### src/rtl/instruction_fetch_stage_if.sv
`default_nettype none
// ============================================================================
// Module   : instruction_fetch_stage_if
// Brief    : Instruction-memory request/response bundle between fetch and imem.
// Revision : 1.0
// ============================================================================
interface instruction_fetch_stage_if;
    logic        imemReq;
    logic [63:0] imemAddr;
    logic        imemReady;
    logic [31:0] imemRdata;
    logic        imemRvalid;

    modport master (
        output imemReq,
        output imemAddr,
        input  imemReady,
        input  imemRdata,
        input  imemRvalid
    );

    modport slave (
        input  imemReq,
        input  imemAddr,
        output imemReady,
        output imemRdata,
        output imemRvalid
    );
endinterface
`default_nettype wire

### src/rtl/instruction_fetch_stage.sv
`default_nettype none
// ============================================================================
// Module   : instruction_fetch_stage
// Brief    : RV64 IF stage: PC, next-PC select, imem handshake, IF/ID register.
// Revision : 1.0
// ============================================================================
module instruction_fetch_stage #(
    parameter logic [63:0] RESET_PC = 64'h0,
    parameter logic [63:0] TRAP_PC  = 64'h100,
    parameter logic [31:0] NOP_INST = 32'h0000_0013
) (
    input  wire logic                        clk,
    input  wire logic                        rst,
    input  wire logic [1:0]                  pcSel,
    input  wire logic [63:0]                 branchTarget,
    input  wire logic [63:0]                 jalrTarget,
    input  wire logic                        pcStall,
    input  wire logic                        ifidStall,
    instruction_fetch_stage_if.master        imem,
    output logic [63:0]                      pc,
    output logic [31:0]                      inst,
    output logic [63:0]                      idPc,
    output logic [63:0]                      idPcPlus4,
    output logic                             idValid,
    output logic                             idFault
);

    typedef enum logic [1:0] {
        S_REQ   = 2'd0,
        S_WAIT  = 2'd1,
        S_HELD  = 2'd2,
        S_DRAIN = 2'd3
    } state_t;

    state_t      state_q, state_d;
    logic [63:0] pc_q, pc_d;
    logic [31:0] skid_q, skid_d;
    logic [31:0] inst_q, inst_d;
    logic [63:0] id_pc_q, id_pc_d;
    logic [63:0] id_pc_plus4_q, id_pc_plus4_d;
    logic        id_valid_q, id_valid_d;
    logic        id_fault_q, id_fault_d;

    logic        stall;
    logic        redirect;
    logic        misaligned;
    logic [63:0] pc_plus4;
    logic [63:0] target;
    logic        deliver;
    logic        fault_load;
    logic [31:0] deliver_data;

    assign stall      = pcStall | ifidStall;
    assign redirect   = (pcSel != 2'd0) & ~stall;
    assign misaligned = (pc_q[1:0] != 2'b00);
    assign pc_plus4   = pc_q + 64'd4;

    always_comb begin
        target = pc_plus4;
        case (pcSel)
            2'd1:    target = branchTarget;
            2'd2:    target = jalrTarget & ~64'd1;
            2'd3:    target = TRAP_PC;
            default: target = pc_plus4;
        endcase
    end

    always_comb begin
        state_d       = state_q;
        pc_d          = pc_q;
        skid_d        = skid_q;
        inst_d        = inst_q;
        id_pc_d       = id_pc_q;
        id_pc_plus4_d = id_pc_plus4_q;
        id_valid_d    = id_valid_q;
        id_fault_d    = id_fault_q;
        deliver       = 1'b0;
        fault_load    = 1'b0;
        deliver_data  = imem.imemRdata;

        if (redirect) begin
            pc_d = target;
        end

        case (state_q)
            S_REQ: begin
                // A misaligned PC never reaches memory; it parks here as a fault until redirected.
                if (misaligned) begin
                    fault_load = ~redirect;
                end else if (imem.imemReady) begin
                    state_d = redirect ? S_DRAIN : S_WAIT;
                end
            end
            S_WAIT: begin
                if (imem.imemRvalid) begin
                    if (redirect) begin
                        state_d = S_REQ;
                    end else if (stall) begin
                        skid_d  = imem.imemRdata;
                        state_d = S_HELD;
                    end else begin
                        deliver = 1'b1;
                        state_d = S_REQ;
                    end
                end else if (redirect) begin
                    state_d = S_DRAIN;
                end
            end
            S_HELD: begin
                if (!stall) begin
                    state_d = S_REQ;
                    if (!redirect) begin
                        deliver      = 1'b1;
                        deliver_data = skid_q;
                    end
                end
            end
            S_DRAIN: begin
                if (imem.imemRvalid) begin
                    state_d = S_REQ;
                end
            end
            default: state_d = S_REQ;
        endcase

        if (deliver) begin
            pc_d = pc_plus4;
        end

        if (!ifidStall) begin
            if (deliver) begin
                inst_d        = deliver_data;
                id_pc_d       = pc_q;
                id_pc_plus4_d = pc_plus4;
                id_valid_d    = 1'b1;
                id_fault_d    = 1'b0;
            end else if (fault_load) begin
                inst_d        = NOP_INST;
                id_pc_d       = pc_q;
                id_pc_plus4_d = pc_plus4;
                id_valid_d    = 1'b0;
                id_fault_d    = 1'b1;
            end else begin
                inst_d        = NOP_INST;
                id_valid_d    = 1'b0;
                id_fault_d    = 1'b0;
            end
        end
    end

    always_ff @(posedge clk or posedge rst) begin
        if (rst) begin
            state_q       <= S_REQ;
            pc_q          <= RESET_PC;
            skid_q        <= 32'd0;
            inst_q        <= NOP_INST;
            id_pc_q       <= 64'd0;
            id_pc_plus4_q <= 64'd0;
            id_valid_q    <= 1'b0;
            id_fault_q    <= 1'b0;
        end else begin
            state_q       <= state_d;
            pc_q          <= pc_d;
            skid_q        <= skid_d;
            inst_q        <= inst_d;
            id_pc_q       <= id_pc_d;
            id_pc_plus4_q <= id_pc_plus4_d;
            id_valid_q    <= id_valid_d;
            id_fault_q    <= id_fault_d;
        end
    end

    assign imem.imemReq  = (state_q == S_REQ) & ~misaligned & ~rst;
    assign imem.imemAddr = pc_q;

    assign pc        = pc_q;
    assign inst      = inst_q;
    assign idPc      = id_pc_q;
    assign idPcPlus4 = id_pc_plus4_q;
    assign idValid   = id_valid_q;
    assign idFault   = id_fault_q;

endmodule
`default_nettype wire
### src/flat_wrapper.sv
// flat-port wrapper written by rule: the top's interface ports become plain ports
module instruction_fetch_stage_flat 
#(
    parameter logic [63:0] RESET_PC = 64'h0,
    parameter logic [63:0] TRAP_PC  = 64'h100,
    parameter logic [31:0] NOP_INST = 32'h0000_0013
)
  (clk, rst, pcSel, branchTarget, jalrTarget, pcStall, ifidStall, pc, inst, idPc, idPcPlus4, idValid, idFault, imem_imemReq, imem_imemAddr, imem_imemReady, imem_imemRdata, imem_imemRvalid);
  instruction_fetch_stage_if imem_i ();
  input  wire logic clk;
  input  wire logic rst;
  input  wire logic [1:0] pcSel;
  input  wire logic [63:0] branchTarget;
  input  wire logic [63:0] jalrTarget;
  input  wire logic pcStall;
  input  wire logic ifidStall;
  output logic [63:0] pc;
  output logic [31:0] inst;
  output logic [63:0] idPc;
  output logic [63:0] idPcPlus4;
  output logic idValid;
  output logic idFault;
  output wire logic [$bits(imem_i.imemReq)-1:0] imem_imemReq;
  output wire logic [$bits(imem_i.imemAddr)-1:0] imem_imemAddr;
  input wire logic [$bits(imem_i.imemReady)-1:0] imem_imemReady;
  input wire logic [$bits(imem_i.imemRdata)-1:0] imem_imemRdata;
  input wire logic [$bits(imem_i.imemRvalid)-1:0] imem_imemRvalid;
  assign imem_imemReq = imem_i.imemReq;
  assign imem_imemAddr = imem_i.imemAddr;
  assign imem_i.imemReady = imem_imemReady;
  assign imem_i.imemRdata = imem_imemRdata;
  assign imem_i.imemRvalid = imem_imemRvalid;
  instruction_fetch_stage #(.RESET_PC(RESET_PC), .TRAP_PC(TRAP_PC), .NOP_INST(NOP_INST)) u_core (.clk(clk), .rst(rst), .pcSel(pcSel), .branchTarget(branchTarget), .jalrTarget(jalrTarget), .pcStall(pcStall), .ifidStall(ifidStall), .imem(imem_i), .pc(pc), .inst(inst), .idPc(idPc), .idPcPlus4(idPcPlus4), .idValid(idValid), .idFault(idFault));
endmodule
### config.mk
export PLATFORM = sky130hd
export DESIGN_NAME = instruction_fetch_stage_flat
export DESIGN_NICKNAME = d
export VERILOG_FILES = /design/src/rtl/instruction_fetch_stage_if.sv /design/src/rtl/instruction_fetch_stage.sv /design/src/flat_wrapper.sv
export SDC_FILE = /design/constraint.sdc
export NUM_CORES = 1
export LEC_CHECK = 0
export ABC_AREA = 1
export ABC_CLOCK_PERIOD_IN_PS = 8300
export BUFFER_PORTS_ARGS = -buffer_cell sky130_fd_sc_hd__buf_2
export CORE_AREA = 2 2 178 180
export DETAILED_ROUTE_END_ITERATION = 7
export DIE_AREA = 0 0 180 182
export PLACE_DENSITY = 0.72
export SLEW_MARGIN = 20
export SYNTH_ARGS = -nofsm -noshare
export SYNTH_HDL_FRONTEND = slang
export SYNTH_SLANG_ARGS = --single-unit
### constraint.sdc
create_clock -name clk -period 8.3 [get_ports clk]
set_input_delay 0.415 -clock clk [delete_from_list [all_inputs] [get_ports clk]]
set_output_delay 0.415 -clock clk [all_outputs]
set_load 0.05 [all_outputs]
Word-level counts from Yosys, hierarchy flattened. Index checks and enable logic that the tools add are counted.

$add $sub $neg: 1. $mul: 0. Div/mod/pow operators: 0. Magnitude comparators: 0. Eq/ne operators: 11. Shifts and indexed selects: 0. Mux-type cells: 32. Bitwise gates (word level): 9. Reductions and logical operators: 8.

Operators by type and width (count): $mux 64 (6); $pmux 64 s3 (1); $mux 32 (4); $add 64x3->64 const B (1); $mux 2 (9); $mux 1 (10); $eq 2x2->1 const B (4); $ne 2x2->1 const B (4); $pmux 2 s4 (1); $reduce_bool 2->1 (4); $not 1->1 (5); $reduce_and 5->1 (1); $eq 2x1->1 const B (2); $reduce_and 4->1 (1); $and 1x1->1 (3); $ne 3x2->1 const B (1); $logic_not 2->1 (1); $pmux 1 s2 (1); $reduce_and 2->1 (1); $or 1x1->1 (1).

Bits in registers: 260. Latch bits: 0. RAM bits: 0. ROM bits: 0. Input port bits: 168. Output and inout bits: 291. Word-level logic and storage cells: 69. Memories: 0.

Depth between registers and ports, before layout. Gate-level depths: netlist (run 1).

Word-level depth: 8. Gate-level depth with buffers: 13. Depth with buffers taken out: 12.

Worst setup path before layout (run 1). OpenSTA, ideal clock, no wires.

Path kind: reg-to-output. Start: register u_core.state_q[0]. End: output imem_imemReq. Arrival time: 2.174 ns. Data required time: 7.885 ns. Setup slack: 5.711 ns. Cell stages (with the launch flop): 5. Path through: dfrtp_1 -> inv_1 -> ha_1 -> inv_1 -> nor4_1.

Longest elaborated chain between the ends: 3.

Ends and longest elaborated chain: from (decl) (line instruction_fetch_stage.sv:35) `state_t state_q, state_d;`; from (signal assigned) (line instruction_fetch_stage.sv:162) `state_q <= state_d;`; $logic_not 2->1 (line instruction_fetch_stage.sv:173) `assign imem.imemReq = (state_q == S_REQ) & ~misaligned & ~rst;`; $and 1x1->1 (2 in a row) (line instruction_fetch_stage.sv:173); to (decl) (line flat_wrapper.sv:23) `output wire logic [$bits(imem_i.imemReq)-1:0] imem_imemReq;`.

Every way passes these cells.

Worst setup path after layout (run 1).
Start: input pcSel[1]. End: register u_core.id_pc_q[29] (netlist: u_core.idPc[29]).

Longest elaborated chain between the ends: 7. Elaborated cells on any way between the ends: 13. Classes of those cells: 8 x mux; 2 x bitwise; 3 x reduce/logical.

Ends and longest elaborated chain: from (decl) (line flat_wrapper.sv:12) `input wire logic [1:0] pcSel;`; $reduce_bool 2->1 (*) (line instruction_fetch_stage.sv:54) `assign redirect = (pcSel != 2'd0) & ~stall;`; $and 1x1->1 (*) (line instruction_fetch_stage.sv:54); $mux 1 (tied with other cells) (line instruction_fetch_stage.sv:112) `if (!redirect) begin`; $mux 1 (on tied branches) (line instruction_fetch_stage.sv:110, instruction_fetch_stage.sv:88, instruction_fetch_stage.sv:95); $pmux 1 s2 / $mux 1 (equally long branches) (line instruction_fetch_stage.sv:85) `case (state_q)`; $reduce_bool 2->1 (no source line); $reduce_and 2->1 (no source line); to (signal assigned) (line instruction_fetch_stage.sv:166) `id_pc_q <= id_pc_d;`; to (decl) (line instruction_fetch_stage.sv:39) `logic [63:0] id_pc_q, id_pc_d;`.

Mark *: on every way between the ends. The rest lies on a longest branch, timed or not. A chain may end at the register's enable or synchronous reset.

==> results of run 1 <==
## layout by cell type, fill, tap and decap left out, types with 2 or more instances in the layout
cell type  count
nand3_1       55
dfrtp_1      255
inv_2          5
clkbuf_16     28
nor2_4        11
diode_2        2
mux2_2         3
a41oi_1        4
clkinv_2       8
nand3_2        2
nand2_2       16
nand4_1       11
inv_1        141
a211oi_1      43
nand2_1      525
xnor2_1        4
buf_4         10
o21bai_2       2
nor2_1       228
dfstp_2        3
clkbuf_1       7
o21bai_1       3
a21oi_1       57
o22ai_1       32
o21ai_1       24
o21ai_0       81
xor2_1        27
nor2_2         5
o21ai_2       30
buf_2        457
a22oi_1        5
ha_1           6
nand2_4        4
bufinv_16      5
clkbuf_8       3
a31oi_1       21
## path summary, 6_finish.rpt
kind | from | endpoint | slack [ps]
setup / recovery | pcSel[1] | u_core.idPc[29]$_DFFE_PP0P_ | 3880
hold reg to reg | u_core.idPc[55]$_DFFE_PP0P_ | u_core.idPc[55]$_DFFE_PP0P_ | 470
min in group clk | imem_imemRdata[18] | u_core.skid_q[18]$_DFFE_PP0P_ | 110
hold / removal | rst | u_core.idPcPlus4[0]$_DFFE_PP0P_ | 50
setup reg to reg | u_core.state_q[1]$_DFFE_PP0P_ | u_core.idPc[29]$_DFFE_PP0P_ | 4600
max in group asynchronous | rst | u_core.imem.imemAddr[36]$_DFFE_PP0P_ | 6790
## power breakdown
part	leakage, nW	switching, W	internal [W]
registers	3.17	0.000415	0.00172
logic	5.11	0.00271	0.000746
clock network	0.480	0.000528	0.000804
## layout make-up
type,instances,area (um^2),area share [%]
Antenna cell,2,5.005,0.03002
Clock buffer,38,768.2,4.609
Clock inverter,14,209.0,1.253
Inverter,151,583.1,3.498
Multi-Input combinational cell,1204,5768,34.60
Sequential cell,258,6460,38.75
Tap cell,402,503.0,3.017
Timing Repair Buffer,468,2374,14.24
## per-layer routing
metal  global-route usage [%]  wire length (um)  vias up
li1                         -                 -     6278
met1                    35.83             19140     6294
met2                    47.82             22650      577
met3                    6.237              3901       71
met4                    7.187              1200        4
met5                        0                23        -
## worst register-to-register path: cells and delay by family, from the launching register on
kind / cells / cell delay (ps)
flip-flops: 1 / 370
AO/OA/AOI/OAI: 2 / 290
AND/OR/NAND/NOR: 4 / 750
buffers and inverters: 5 / 1980
adder cells (fa/ha/maj): 1 / 240
## metrics by stage
step	hold slack, ps	cells	area, um^2	utilization, %	setup WS, ps
final	45.97	2537	16670	53.80	3877
after global routing	102.5	2535	16660	53.78	3447
after CTS	65.16	2535	16660	53.77	3871
after detailed placement	453.8	2483	15680	50.62	3322
after global placement	452.3	2483	15680	50.62	3419
after floorplan	453.4	1760	13740	-	791.5
## logic make-up (layout without fill, tap and decap cells)
logic type | after synthesis | in the layout | share of synthesized area, %
other | 0 | 2 | 0
AO/OA/AOI/OAI | 304 | 304 | 13.56
XOR/XNOR | 31 | 31 | 1.976
buffers and inverters | 298 | 671 | 11.08
adder cells (fa/ha/maj) | 6 | 6 | 0.5465
AND/OR/NAND/NOR | 860 | 860 | 25.57
multiplexers | 3 | 3 | 0.2459
flip-flops | 258 | 258 | 47.03
## sequential cells by signal, summed over array words and instances (netlist names)
name / flops
u_core.state_q: 2
u_core.skid_q: 32
u_core.idPcPlus4: 64
u_core.idPc: 62
u_core.imem.imemAddr: 64
u_core.idFault: 1
u_core.inst: 32
u_core.idValid: 1
==> reports/results.txt, run 1 <==
Top post-synthesis cells by count -> nand2_1, dfrtp_1, nor2_1
Die ar. -> 0.03276 mm^2
IR drop worst, VDD -> 0.2295 mV
Post_cts resized -> 0
Flop and latch count out of synthesis -> 258
Via count -> 13220
Post-CTS setup buffer count -> 0
Buf/Inv on CP -> 6
Max Cap Violations -> 0
Vias per inst -> 5.212
F_max -> 226.1 MHz
Design Power -> 0.006923 W
Initial Util -> 44.33%
Crit start category -> primary input
Required time worst endpoint -> 8770 ps
First-pass GRT wire length -> 72680 um
Crit Path Max Fanout -> 97
Die height -> 182 um
Final period utilization -> 53.29%
Syn-to-layout area delta -> 21.35%
Htree depth -> 1
Antenna-violating nets left -> 0
Share of cells above drive strength 1 -> 28.08%
Top cells by area, synth -> dfrtp_1, nand2_1, nor2_1, buf_4, inv_1
Worst-path cell chain -> buf_2 -> inv_2 -> nand2_2 -> clkinv_2 -> nand2_2 -> nor2_4 -> inv_4 -> nand2_4 -> inv_6 -> buf_4 -> nand2_1 -> o21ai_2
Syn_nets -> 1934
Hold crit path type -> primary input to async pin
Num rows -> 65
Sequential area share after synthesis -> 47.03%
Vias in the first global route -> 12510
Congestion Overflow GR -> 0
Status -> complete, no violations
Crit-path slowest cell -> clkinv_2
GRT Total Usage -> 27.92%
Clock Path Buffers -> 3
Endpoints failing hold -> 0
P_leak -> 8.755 nW
# IOs -> 459
Relative slew slack -> 28.54%
Critical path endpoint category -> flop
Most used cell along the critical path -> nand2_2
PortBufs -> 457
Area leader, netlist -> dfrtp_1
Initial antenna violation count -> 2
Skew final -> 19.61 ps
Final Wtd Congestion -> 0.8869
Cell variety after synth -> 41
Mapped Cells -> 1760
Die width -> 180 um
Fill cells -> 2924
Synthesized area per cell -> 7.805 um^2
Slowest Stage Delay on Critical Path -> 830 ps
Final min period -> 4423 ps
CTS Sinks -> 258
Worst Tran Pin Value -> 1071 ps
Ys async rst share -> 100.0%
WL/cell -> 18.49 um
Cells on worst reg2reg path -> 12
CTS tree -> done
DP HPWL -> 34370 um
Final nets -> 2285
Starting DRT DRC Count -> 972
RSZ-0062 raised after global routing -> no
WL final -> 46910 um
Synth warn -> 0
TNS Setup -> 0 ps
DR pass1 iterations -> 7
Synth Flop Type -> dfrtp_1
Max-slew violations -> 0
Crit path kind -> primary input to flop
Final setup fails -> 0
Synth top area share -> 46.45%
Pwr dens -> 415.3 mW/mm^2
Post-synth EDFFs -> 0
Worst path depth -> 12
Clock-pin slew on the worst setup and hold paths -> 60 ps
Worst-Skew Late Latency -> 550 ps
Largest net degree at the start of global routing -> 113
CTS Root Cell -> clkbuf_16
Total CTS buffers -> 28
Synth Cell Area -> 0.01374 mm^2
Remaining DRCs -> 0
Arrival time worst endpoint -> 4900 ps
Core area -> 0.03099 mm^2
Hold_buf cts -> 0
Most frequent cell after synthesis -> nand2_1
Cell family with most CP delay -> buffers and inverters
(Power assumes the default switching activity.)
==> run 2, diff against run 1 <==
--- a/config.mk
+++ b/config.mk
@@ -6,12 +6,12 @@
 export NUM_CORES = 1
 export LEC_CHECK = 0
 export ABC_AREA = 1
-export ABC_CLOCK_PERIOD_IN_PS = 8300
+export ABC_CLOCK_PERIOD_IN_PS = 3900
 export BUFFER_PORTS_ARGS = -buffer_cell sky130_fd_sc_hd__buf_2
-export CORE_AREA = 2 2 178 180
+export CORE_MARGIN = 2
+export CORE_UTILIZATION = 46
 export DETAILED_ROUTE_END_ITERATION = 7
-export DIE_AREA = 0 0 180 182
-export PLACE_DENSITY = 0.72
+export PLACE_DENSITY = 0.77
 export SLEW_MARGIN = 20
 export SYNTH_ARGS = -nofsm -noshare
 export SYNTH_HDL_FRONTEND = slang
==> constraint.sdc (replaced) <==
create_clock -name clk -period 3.9 [get_ports clk]
set_input_delay 0.195 -clock clk [delete_from_list [all_inputs] [get_ports clk]]
set_output_delay 0.195 -clock clk [all_outputs]
set_load 0.05 [all_outputs]
==> run 2 against run 1 <==
- sequential cell count unchanged
- design area up 6.0%
- clock power up 120%
- critical path depth down 2
- clock-buffer cell count down 1
- worst setup slack worse by 3000 ps
- die area down 4.6%
- via count up 5.9%
- routed wire length up 4.3%
- core utilization up 6.0 points
==> reports/results.txt, run 2 (synthesis gave the netlist of run 1 again) <==
Reg2reg start -> u_core.state_q[1]$_DFFE_PP0P_
Crit start category -> flop
Critical path endpoint category -> flop
F_max -> 336.0 MHz
Reg2Reg Setup Slack -> 920 ps
Max Cap Violations -> 0
RSZ-0062 raised after global routing -> no
Total CTS buffers -> 30
Final min period -> 2976 ps
Skew final -> 13.41 ps
Final non-filler cell total -> 2622
P_leak -> 9.182 nW
Share of cells above drive strength 1 -> 27.22%
Cells after DPL -> 2477
Design Power -> 0.01494 W
# IOs -> 459
Core area -> 0.02956 mm^2
Slowest Stage Delay on Critical Path -> 730 ps
Max-slew violations -> 0
Pre-CTS WS -> 1181 ps
Pwr dens -> 845.3 mW/mm^2
First-pass GRT wire length -> 73940 um
Antenna-violating nets left -> 0
Final setup fails -> 0
DR pass1 iterations -> 5
Remaining DRCs -> 0
Most common cell after layout, fill and taps aside -> nand2_1
Die width -> 176.8 um
Clock-pin slew on the worst setup and hold paths -> 60 ps
Cells on worst reg2reg path -> 10
Hold Path Stages -> 3
Crit path kind -> flop to flop
Syn-to-layout area delta -> 28.65%
Worst-path cell chain -> inv_1 -> ha_1 -> nand2_1 -> inv_1 -> o21ai_1 -> nor2_4 -> nor2_4 -> inv_2 -> a41oi_1 -> dlygate4sd3_1
WL final -> 48910 um
Initial antenna violation count -> 4
DP HPWL -> 34410 um
Post_cts resized -> 0
CTS tree -> done
CTS Sinks -> 258
GRT Total Usage -> 30.24%
Clock Path Buffers -> 3
Worst Hold Launch -> branchTarget[53]
Vias per inst -> 5.342
Endpoints failing hold -> 0
Setup WS post-layout -> 923.8 ps
Crit Path Max Fanout -> 47
Largest net degree at the start of global routing -> 106
Final Wtd Congestion -> 0.9114
Arrival time worst endpoint -> 3400 ps
Reg2reg end -> u_core.imem.imemAddr[5]$_DFFE_PP0P_
Worst Tran Pin Value -> 1105 ps
Crit-path slowest cell -> inv_2
Num rows -> 63
CTS Root Cell -> clkbuf_16
Final period utilization -> 76.31%
Congestion Overflow GR -> 0
Die height -> 176.8 um
Fill cells -> 2629
PortBufs -> 457
Starting DRT DRC Count -> 1333
Via count -> 14010
Worst-Skew Late Latency -> 560 ps
Die ar. -> 0.03126 mm^2
Initial Util -> 46.47%
TNS Setup -> 0 ps
Final nets -> 2384
WL/cell -> 18.65 um
Status -> complete, no violations
Required time worst endpoint -> 4320 ps
Hold crit path type -> primary input to flop
Crit path launch -> u_core.state_q[1]$_DFFE_PP0P_
IR drop worst, VDD -> 0.4744 mV
Area after DPL -> 0.01576 mm^2
Vias in the first global route -> 13290
Most frequent cells in the layout -> nand2_1, buf_2, dfrtp_1
Relative slew slack -> 26.31%
Worst Hold End -> u_core.imem.imemAddr[53]$_DFFE_PP0P_
Finished Cell Area -> 0.01767 mm^2
Htree depth -> 1
==> run 2: cell types whose count changed in the layout (fill, tap and decap cells not counted), moves of 2 or more <==
cell / before / now
buf_12: 0 / 4
clkbuf_16: 28 / 31
clkbuf_8: 3 / 1
buf_4: 10 / 13
clkinvlp_4: 1 / 3
clkbuf_1: 7 / 5
dlygate4sd3_1: 0 / 91
==> run 2: area by class of cell <==
cell class,count,area (um^2),area share [%]
Multi-Input combinational cell,1204,5768,32.64
Tap cell,390,488.0,2.761
Inverter,151,579.3,3.278
Clock inverter,15,187.7,1.062
Sequential cell,258,6460,36.55
Antenna cell,2,5.005,0.02832
Timing Repair Buffer,565,3376,19.10
Clock buffer,37,808.3,4.574
==> run 2: how the worst max path moves through the flow <==
stage | end | slack [ps] | cells past startpoint
floorplan | u_core.idFault$_DFFE_PP0N_ | 310 | 1
global placement | u_core.idPc[31]$_DFFE_PP0P_ | 1280 | 12
detailed placement | u_core.idPc[27]$_DFFE_PP0P_ | 1180 | 12
CTS | u_core.imem.imemAddr[6]$_DFFE_PP0P_ | 1000 | 10
global route | u_core.imem.imemAddr[5]$_DFFE_PP0P_ | 740 | 10
finish | u_core.imem.imemAddr[5]$_DFFE_PP0P_ | 920 | 10
==> run 2: power breakdown <==
part	leakage (nW)	switching [W]	internal, W
registers	3.17	0.000903	0.00366
logic	5.53	0.00581	0.00169
clock network	0.488	0.00115	0.00173
total	9.18	0.00786	0.00708
==> run 2: per-layer routing <==
metal	GRT usage (%)	wire, um	share of wire [%]	up-vias
met5	0	45	0.092	-
met4	10.33	1824	3.7	6
met3	6.658	4669	9.5	115
met2	51.90	23800	49	747
met1	37.70	18560	38	6668
li1	-	-	-	6471
==> run 2: repair_timing <==
action                    in CTS  in global routing
hold endpoints to repair     179                  0
hold buffers                  91                  0
setup buffers                  0                  0
==> run 2: metrics by stage <==
stage	hold WS (ps)	utilization, %
2_1_floorplan	328.2	-
3_3_place_gp	172.3	53.32
3_5_place_dp	181.3	53.32
4_1_cts	0.1584	59.77
5_1_grt	7.884	59.78
6_report	19.61	59.78
==> run 2: critical path, delay by kind of cell, from the launching register on <==
family / cells / cell delay, ps
compound gates: 2 / 320
fa+ha+maj: 1 / 240
buf+inv: 4 / 1590
flops: 1 / 400
simple gates: 3 / 280
